===== config.mk =====
export PLATFORM = sky130hd
export DESIGN_NAME = seg7_scan_display
export DESIGN_NICKNAME = d
export VERILOG_FILES = /design/src/rtl/seg7_pkg.sv /design/src/rtl/bin2bcd_seq.sv /design/src/rtl/seg7_scan_display.sv
export SDC_FILE = /design/constraint.sdc
export NUM_CORES = 1
export LEC_CHECK = 0
export ABC_AREA = 1
export CAP_MARGIN = 25
export CORE_MARGIN = 8
export CORE_UTILIZATION = 40
export CTS_CLUSTER_DIAMETER = 50
export DETAILED_ROUTE_END_ITERATION = 8
export GPL_TIMING_DRIVEN = 0
export PLACE_DENSITY = 0.73
export SKIP_CTS_REPAIR_TIMING = 1
export SYNTH_ARGS = -nofsm -noshare
export SYNTH_HDL_FRONTEND = slang
export SYNTH_HIERARCHICAL = 1
export SYNTH_SLANG_ARGS = --single-unit

===== constraint.sdc =====
create_clock -name clk_pre -period 1.79 [get_ports clk_pre]
set_input_delay 0.2685 -clock clk_pre [delete_from_list [all_inputs] [get_ports clk_pre]]
set_output_delay 0.2685 -clock clk_pre [all_outputs]
set_load 0.02 [all_outputs]

===== src/rtl/seg7_pkg.sv =====
// Shared types, segment constants and helpers for the multiplexed 7-segment display driver.
// Segment vectors are ordered {a,b,c,d,e,f,g}; 0 = segment lit.
package seg7_pkg;

  localparam logic [6:0] SEG_BLANK = 7'b1111111;
  localparam logic [6:0] SEG_DASH  = 7'b1111110;

  typedef enum logic [1:0] {IDLE, LOAD, SHIFT, DONE} conv_state_t;

  function automatic logic [6:0] seg7_decode(input logic [3:0] digit);
    case (digit)
      4'd0:    seg7_decode = 7'b0000001;
      4'd1:    seg7_decode = 7'b1001111;
      4'd2:    seg7_decode = 7'b0010010;
      4'd3:    seg7_decode = 7'b0000110;
      4'd4:    seg7_decode = 7'b1001100;
      4'd5:    seg7_decode = 7'b0100100;
      4'd6:    seg7_decode = 7'b0100000;
      4'd7:    seg7_decode = 7'b0001111;
      4'd8:    seg7_decode = 7'b0000000;
      4'd9:    seg7_decode = 7'b0000100;
      default: seg7_decode = SEG_BLANK;
    endcase
  endfunction

  // Decimal digits needed for a w-bit unsigned value: floor(w*log10(2)) + 1.
  function automatic int bcd_digits(input int w);
    return (w * 30103) / 100000 + 1;
  endfunction

endpackage


===== src/rtl/bin2bcd_seq.sv =====
// Free-running sequential double-dabble converter: IDLE -> LOAD -> SHIFT x DATA_W -> DONE.
// Holds enough BCD digits for the full DATA_W range; exports the low NDIG digits.
module bin2bcd_seq
  import seg7_pkg::*;
#(
  parameter int DATA_W = 32,
  parameter int NDIG   = 4
) (
  input  logic              clk,
  input  logic              reset,
  input  logic [DATA_W-1:0] bin_in,
  output logic              busy,
  output logic              done,
  output logic [DATA_W-1:0] word,
  output logic [4*NDIG-1:0] bcd
);

  localparam int FULL_DIG = (bcd_digits(DATA_W) > NDIG) ? bcd_digits(DATA_W) : NDIG;
  localparam int CNT_W    = $clog2(DATA_W + 1);

  conv_state_t           state_q, state_d;
  logic [CNT_W-1:0]      cnt_q, cnt_d;
  logic [DATA_W-1:0]     word_q, word_d;
  logic [DATA_W-1:0]     sh_q, sh_d;
  logic [4*FULL_DIG-1:0] bcd_q, bcd_d, adj;
  logic                  busy_q, busy_d;

  // NOTE: every signal written here gets a default first, so no path can infer a latch.
  always_comb begin
    state_d = state_q;
    cnt_d   = cnt_q;
    word_d  = word_q;
    sh_d    = sh_q;
    bcd_d   = bcd_q;
    adj     = bcd_q;
    case (state_q)
      IDLE: state_d = LOAD;
      LOAD: begin
        word_d  = bin_in;
        sh_d    = bin_in;
        bcd_d   = '0;
        cnt_d   = '0;
        state_d = SHIFT;
      end
      SHIFT: begin
        for (int i = 0; i < FULL_DIG; i++) begin
          if (bcd_q[4*i +: 4] >= 4'd5) adj[4*i +: 4] = bcd_q[4*i +: 4] + 4'd3;
        end
        {bcd_d, sh_d} = {adj, sh_q} << 1;
        cnt_d = cnt_q + CNT_W'(1);
        if (cnt_q == CNT_W'(DATA_W - 1)) state_d = DONE;
      end
      DONE:    state_d = IDLE;
      default: state_d = IDLE;
    endcase
    busy_d = (state_d == LOAD) || (state_d == SHIFT);
  end

  // NOTE: reset is synchronous and active-high, so it is tested inside the clocked block;
  // state updates use non-blocking assignments so all flops see pre-edge values.
  always_ff @(posedge clk) begin
    if (reset) begin
      state_q <= IDLE;
      cnt_q   <= '0;
      word_q  <= '0;
      sh_q    <= '0;
      bcd_q   <= '0;
      busy_q  <= 1'b0;
    end else begin
      state_q <= state_d;
      cnt_q   <= cnt_d;
      word_q  <= word_d;
      sh_q    <= sh_d;
      bcd_q   <= bcd_d;
      busy_q  <= busy_d;
    end
  end

  assign busy = busy_q;
  assign done = (state_q == DONE);
  assign word = word_q;
  assign bcd  = bcd_q[4*NDIG-1:0];

endmodule


===== src/rtl/seg7_scan_display.sv =====
// Multiplexed common-anode 7-segment driver: source select, BCD conversion, digit scan,
// leading-zero blanking and overflow dash. All outputs are registered.
module seg7_scan_display
  import seg7_pkg::*;
#(
  parameter int DIGITS      = 4,
  parameter int DATA_W      = 32,
  parameter int NSRC        = 5,
  parameter int SEL_W       = 3,
  parameter int REFRESH_DIV = 100000
) (
  input  logic                   clk_pre,
  input  logic                   reset,
  input  logic [NSRC*DATA_W-1:0] src_data,
  input  logic [SEL_W-1:0]       src_sel,
  input  logic                   blank_lz,
  output logic [DIGITS-1:0]      an_n,
  output logic [6:0]             seg_n,
  output logic                   overflow,
  output logic                   busy
);

  localparam int IDX_W  = (DIGITS > 1) ? $clog2(DIGITS) : 1;
  localparam int RCNT_W = (REFRESH_DIV > 1) ? $clog2(REFRESH_DIV) : 1;
  localparam logic [DATA_W:0] OVF_LIMIT = (DATA_W + 1)'(10 ** DIGITS);

  logic [DATA_W-1:0]   sel_word, conv_word;
  logic [4*DIGITS-1:0] conv_bcd;
  logic                conv_busy, conv_done;

  logic [RCNT_W-1:0]   rcnt_q, rcnt_d;
  logic [IDX_W-1:0]    idx_q, idx_d;
  logic [4*DIGITS-1:0] disp_q, disp_d;
  logic                ovf_q, ovf_d;
  logic [DIGITS-1:0]   an_n_q, an_n_d;
  logic [6:0]          seg_n_q, seg_n_d;
  logic                lz_blank;

  // Out-of-range selects fall back to word 0.
  always_comb begin
    sel_word = src_data[0 +: DATA_W];
    for (int i = 1; i < NSRC; i++) begin
      if (src_sel == SEL_W'(i)) sel_word = src_data[i*DATA_W +: DATA_W];
    end
  end

  bin2bcd_seq #(
    .DATA_W (DATA_W),
    .NDIG   (DIGITS)
  ) u_conv (
    .clk    (clk_pre),
    .reset  (reset),
    .bin_in (sel_word),
    .busy   (conv_busy),
    .done   (conv_done),
    .word   (conv_word),
    .bcd    (conv_bcd)
  );

  always_comb begin
    rcnt_d = rcnt_q + RCNT_W'(1);
    idx_d  = idx_q;
    if (rcnt_q == RCNT_W'(REFRESH_DIV - 1)) begin
      rcnt_d = '0;
      idx_d  = (idx_q == IDX_W'(DIGITS - 1)) ? '0 : idx_q + IDX_W'(1);
    end

    disp_d = disp_q;
    ovf_d  = ovf_q;
    if (conv_done) begin
      disp_d = conv_bcd;
      ovf_d  = ({1'b0, conv_word} >= OVF_LIMIT);
    end

    // Blank only when this digit and everything above it is zero; digit 0 always shows.
    lz_blank = blank_lz && (idx_q != '0);
    for (int i = 0; i < DIGITS; i++) begin
      if (i >= int'(idx_q) && disp_q[4*i +: 4] != 4'd0) lz_blank = 1'b0;
    end

    an_n_d = ~(DIGITS'(1) << idx_q);
    if (ovf_q)         seg_n_d = SEG_DASH;
    else if (lz_blank) seg_n_d = SEG_BLANK;
    else               seg_n_d = seg7_decode(disp_q[4*idx_q +: 4]);
  end

  always_ff @(posedge clk_pre) begin
    if (reset) begin
      rcnt_q  <= '0;
      idx_q   <= '0;
      disp_q  <= '0;
      ovf_q   <= 1'b0;
      an_n_q  <= '1;
      seg_n_q <= SEG_BLANK;
    end else begin
      rcnt_q  <= rcnt_d;
      idx_q   <= idx_d;
      disp_q  <= disp_d;
      ovf_q   <= ovf_d;
      an_n_q  <= an_n_d;
      seg_n_q <= seg_n_d;
    end
  end

  assign an_n     = an_n_q;
  assign seg_n    = seg_n_q;
  assign overflow = ovf_q;
  assign busy     = conv_busy;

endmodule


# Yosys cells after proc, flatten, opt, wreduce, memory -nomap -nowiden
# Memory sizes are Yosys's and may differ from the RTL's.
# Cells that the tools add are included.
[classes]
add_sub_neg = 13
magnitude_cmp = 14
eq_ne = 12
shifts = 2
muxes = 26
n_bitwise = 1
n_reduce_logical = 14
[op_table]
columns = ["cell", "count"]
rows = [
  ["32-bit 2-to-1 mux", 4],
  ["40-bit one-hot mux with 2 select lines", 1],
  ["32-bit one-hot mux with 2 select lines", 1],
  ["4-bit by 3-bit greater-or-equal comparator with 1-bit output (second input constant)", 10],
  ["4-bit by 2-bit adder with 4-bit output (second input constant)", 9],
  ["4-bit 2-to-1 mux", 9],
  ["32-bit by 14-bit greater-or-equal comparator with 1-bit output (second input constant)", 1],
  ["17-bit by 1-bit adder with 17-bit output (second input constant)", 1],
  ["17-bit equality test (second input constant)", 1],
  ["4-bit nonzero test", 4],
  ["16-bit by 5-bit variable part select with 4-bit output", 1],
  ["6-bit one-hot mux with 2 select lines", 1],
  ["2-bit equality test (second input constant)", 4],
  ["2-bit one-hot mux with 4 select lines", 1],
  ["6-bit by 1-bit adder with 6-bit output (second input constant)", 1],
  ["3-bit by 2-bit equality test with 1-bit output (second input constant)", 2],
  ["6-bit by 5-bit equality test with 1-bit output (second input constant)", 1],
  ["1-bit 2-to-1 mux", 6],
  ["2-bit by 1-bit equality test with 1-bit output (second input constant)", 2],
  ["1-bit by 2-bit greater-or-equal comparator with 1-bit output (first input constant)", 2],
  ["1-bit logical AND", 4],
  ["2-bit 2-to-1 mux", 2],
  ["4-bit NOT", 1],
  ["2-bit nonzero test", 2],
  ["other kinds (11)", 11],
]
[totals]
register_bits = 160
rom_bits = 112
output_inout_bits = 13
word_cells = 96
n_memories = 1
[mem_list]
columns = ["name", "depth", "width", "read_ports", "rd_ports_with_merged_regs", "wr", "line", "text"]
rows = [
  ["(name not given)", 16, 7, 1, 0, 0, "seg7_pkg.sv:11", "case (digit)"],
]

# Depth between registers and ports, before layout
[depth]
ltp_word = 8
depth_mapped = 13
ltp_nobuf = 11

# By module
# The synthesis kept the hierarchy.
[modules_own_cells]
columns = ["mod", "n_inst", "cells_each", "area_per_inst_um2", "seq_area_each_um2"]
rows = [
  ["seg7_scan_display", 1, 639, 4067.7, 940.9],
  ["bin2bcd_seq", 1, 536, 3903.7, 1781.7],
]

# Worst setup path before layout
# OpenSTA, ideal clock, no wires.
[synth_path]
path_kind = "register to register"
start = "reg idx_q[1]"
end = "reg seg_n_q[0] (netlist: seg_n[0])"
t_arrival_ns = 1.547
required_ns = 1.666
slack_ns = 0.119
path_stages_with_launch = 12
n_path_buf = 0
path_cell_list = "dfxtp_1 -> inv_2 -> a21oi_1 -> o21ai_0 -> nand2_1 -> inv_1 -> ha_1 -> nand3b_1 -> nand3_1 -> nand3_1 -> nand2_1 -> nand2_1"
[synth_between]
elab_chain_cells = 8
elab_cells_between_ends = 16
[synth_lines]
columns = ["element", "line", "text"]
rows = [
  ["from (decl)", "seg7_scan_display.sv:32", "logic [IDX_W-1:0] idx_q, idx_d;"],
  ["from (signal assigned)", "seg7_scan_display.sv:97", "idx_q <= idx_d;"],
  ["parallel branches: the longest is 6 deep, another holds memory 16 x 7 bit", "--", ""],
  ["1-bit 2-to-1 mux (*)", "seg7_scan_display.sv:83", "else if (lz_blank) seg_n_d = SEG_BLANK;"],
  ["1-bit 2-to-1 mux (*)", "seg7_scan_display.sv:82", "if (ovf_q) seg_n_d = SEG_DASH;"],
  ["to (signal assigned)", "seg7_scan_display.sv:101", "seg_n_q <= seg_n_d;"],
  ["to (decl)", "seg7_scan_display.sv:36", "logic [6:0] seg_n_q, seg_n_d;"],
]
# Every way passes the cells marked *.
# A chain may end at the register's enable or synchronous reset.

# Worst setup path in the final report
[layout_path]
start = "reg u_conv.state_q[0]"
end = "reg u_conv.sh_q[5]"
[layout_between]
elab_chain_cells = 2
elab_cells_between_ends = 4
[layout_lines]
columns = ["element", "line", "text"]
rows = [
  ["from (decl)", "bin2bcd_seq.sv:21", "conv_state_t state_q, state_d;"],
  ["from (signal assigned)", "bin2bcd_seq.sv:70", "state_q <= state_d;"],
  ["2-bit equality test or 2-bit by 1-bit equality test with 1-bit output (tied branches)", "bin2bcd_seq.sv:36", "case (state_q)"],
  ["32-bit one-hot mux with 2 select lines or 2-bit nonzero test (tied branches)", "--", ""],
  ["to (signal assigned)", "bin2bcd_seq.sv:66", "sh_q <= '0;"],
  ["to (signal assigned)", "bin2bcd_seq.sv:73", "sh_q <= sh_d;"],
  ["to (decl)", "bin2bcd_seq.sv:24", "logic [DATA_W-1:0] sh_q, sh_d;"],
]
# Several ways; a longest one is shown, not always the timed one.

==> impl_metrics.py <==
metrics = {
    "run_status": {
        "outcome": "complete, no violations",
    },
    "timing": {
        "min_period_over_period_pct": 97.2,
        "worst_pin_slew_ns": 0.607,
        "final_hold_viol_count": 0,
        "setup_viol_count_final": 0,
        "tns_ns": 0,
        "fin_ws_ns": 0.0497,
        "max_slew_margin_pct": 59.6,
        "clock.fmax_mhz": 575,
        "skew_ns": 0.00612,
        "slew_violations": 0,
        "period_needed_ns": 1.74,
    },
    "place": {
        "place_inst": 1601,
        "dp_hpwl_mm": 19.5,
        "place_ws_ns": -0.545,
        "place_congestion": 0.920,
        "port_buffers": 177,
    },
    "critical_path": {
        "r2r_cells": 11,
        "start_kind": "flip-flop",
        "crit_fanout": 6,
        "required_ns": 2.16,
        "crit_slowest_cell": "dfxtp_4",
        "reg2reg_from": "u_conv/state_q[0]$_SDFF_PP0_",
        "cp.arrival_ns": 2.11,
        "max_stage_delay_ns": 0.36,
        "timing.rr.end": "u_conv/sh_q[5]$_SDFFE_PP0P_",
        "r2r_slack_ns": 0.05,
        "path_cells": "inv_1, ha_4, buf_6, inv_2, or2_4, inv_6, buf_4, nand2_1, nand3_1, nand2_1, inv_1",
        "crit_type": "reg2reg",
        "end_kind": "flip-flop",
    },
    "yosys": {
        "yosysWarnings": 6,
        "syn_area_um2": 7840,
        "postSynthNetCount": 1350,
        "synth_area_per_cell_um2": 6.77,
        "syn_inst": 1159,
    },
    "pwr": {
        "leakage_nw": 4.74,
        "p_switching_mw": 3.18,
        "clockPowerShare_pct": 33.7,
        "combPwrFrac_pct": 30.9,
        "p_int_mw": 6.86,
        "p_seq_share_pct": 35.4,
        "power_mw": 10.0,
        "powerDensity_nw_per_um2": 933,
        "vdd_drop_max_uv": 721,
        "switching_share_pct": 31.6,
    },
    "floorplan": {
        "ios": 179,
        "fp.dieH_um": 156,
        "core_area_um2": 19300,
        "rows": 51,
        "start_util_pct": 40.6,
        "die_area_um2": 24300,
        "die_w_um": 156,
    },
    "route": {
        "first_pass_iters": 7,
        "wl_mm": 24.8,
        "ant_nets": 0,
        "drt_iter0_drc": 561,
        "drc": 0,
        "vias_per_cell": 4.98,
        "route.vias.total": 8195,
        "wl_per_cell_um": 15.0,
    },
    "global_routing": {
        "grt_antenna_before_repair": 1,
        "grt_use_total_pct": 20.0,
        "grt_overflow": 0,
        "grt_pass1_wl_mm": 38.9,
        "grt_max_degree": 17,
        "grt_pass1_vias": 8046,
    },
    "clock_tree": {
        "h-tree-depth": 4,
        "insertion_delay_ns": 0.42,
        "cts_tree": "done",
        "clock_sinks": 132,
        "cts-buffers-inserted": 17,
        "path_clk_slew_ns": 0.05,
        "root_buffer": "clkbuf_16",
        "cts.path.max_buffers": 2,
    },
    "hold_path": {
        "hp-start": "src_sel[0]",
        "hold_path_depth": 7,
        "hold_path_class": "in2reg",
        "min_to": "u_conv/sh_q[0]$_SDFFE_PP0P_",
    },
    "cells_and_area": {
        "synthToLayoutAreaGrowth_pct": 37.3,
        "fin_util_pct": 55.7,
        "final_cell_mix": "265 x nand2_1, 175 x clkdlybuf4s50_1, 137 x inv_1",
        "n_fill_cell": 1831,
        "layout_commonest_cell": "nand2_1",
        "instances_no_fill": 1647,
        "fin_nets": 1559,
        "drive_gt1_share_pct": 11.6,
    },
    "flow_run": {
        "drv_cap": 0,
    },
}
worst max-delay path, delay by kind of cell, from the launching register on:
family	cells	cell delay (ns)
fa+ha+maj	1	0.27
simple gates	4	0.45
buf+inv	6	0.59
flops	1	0.36
how the worst max path moves through the flow:
stage	slack, ns	from	to	cells past startpoint
after floorplan	0.12	idx_q[1]$_SDFFE_PP0N_	seg_n[0]$_SDFF_PP1_	11
after global placement	-0.52	src_sel[2]	u_conv/sh_q[21]$_SDFFE_PP0P_	11
after detailed placement	-0.54	src_sel[2]	u_conv/sh_q[21]$_SDFFE_PP0P_	11
after CTS	-0.26	u_conv/state_q[0]$_SDFF_PP0_	overflow$_SDFFE_PP0P_	6
after global routing	-0.02	u_conv/state_q[0]$_SDFF_PP0_	u_conv/sh_q[5]$_SDFFE_PP0P_	11
final	0.05	u_conv/state_q[0]$_SDFF_PP0_	u_conv/sh_q[5]$_SDFFE_PP0P_	11
metal layers:
metal	vias up	wire, µm	global-route usage, %
li1	4195	-	-
met1	3668	9790	21.3
met2	277	12000	34.6
met3	55	2160	7.81
met4	0	809	8.78
met5	-	0	0
through the flow:
step | hold slack [ns] | area [µm²]
finish | 0.407 | 10800
global route | 0.434 | 10800
floorplan | 0.417 | 7840
CTS | 0.380 | 10500
global placement | 0.430 | 9940
detailed placement | 0.447 | 9940
flip-flops by register name, indices dropped and copies added (netlist names):
name            count
u_conv/cnt_q        6
overflow            1
rcnt_q             17
u_conv/word        28
u_conv/sh_q        32
u_conv/busy         1
u_conv/state_q      2
disp_q             16
idx_q               2
an_n                4
u_conv/bcd_q       16
seg_n               7
layout make-up:
class                   count  area (µm²)  share of cell area (%)
repair buffers            189        1900                    17.6
multi-input cells         816        4330                    40.2
clock inverters             9         103                   0.953
diodes                      1        2.50                  0.0232
clock buffers              23         478                    4.44
flip-flops and latches    132        2650                    24.6
plain buffers              66         409                    3.80
inverters                 146         562                    5.22
well taps                 265         332                    3.08
power groups by stage:
stage | clock [mW] | sequential (mW) | combinational (mW)
2_1_floorplan | 0 | 3.61 | 1.73
3_3_place_gp | 0 | 3.59 | 2.74
3_5_place_dp | 0 | 3.60 | 2.78
4_1_cts | 3.43 | 3.55 | 2.80
5_1_grt | 3.57 | 3.60 | 3.41
6_report | 3.38 | 3.56 | 3.10
No activity file was read; power rests on OpenSTA's default activity.
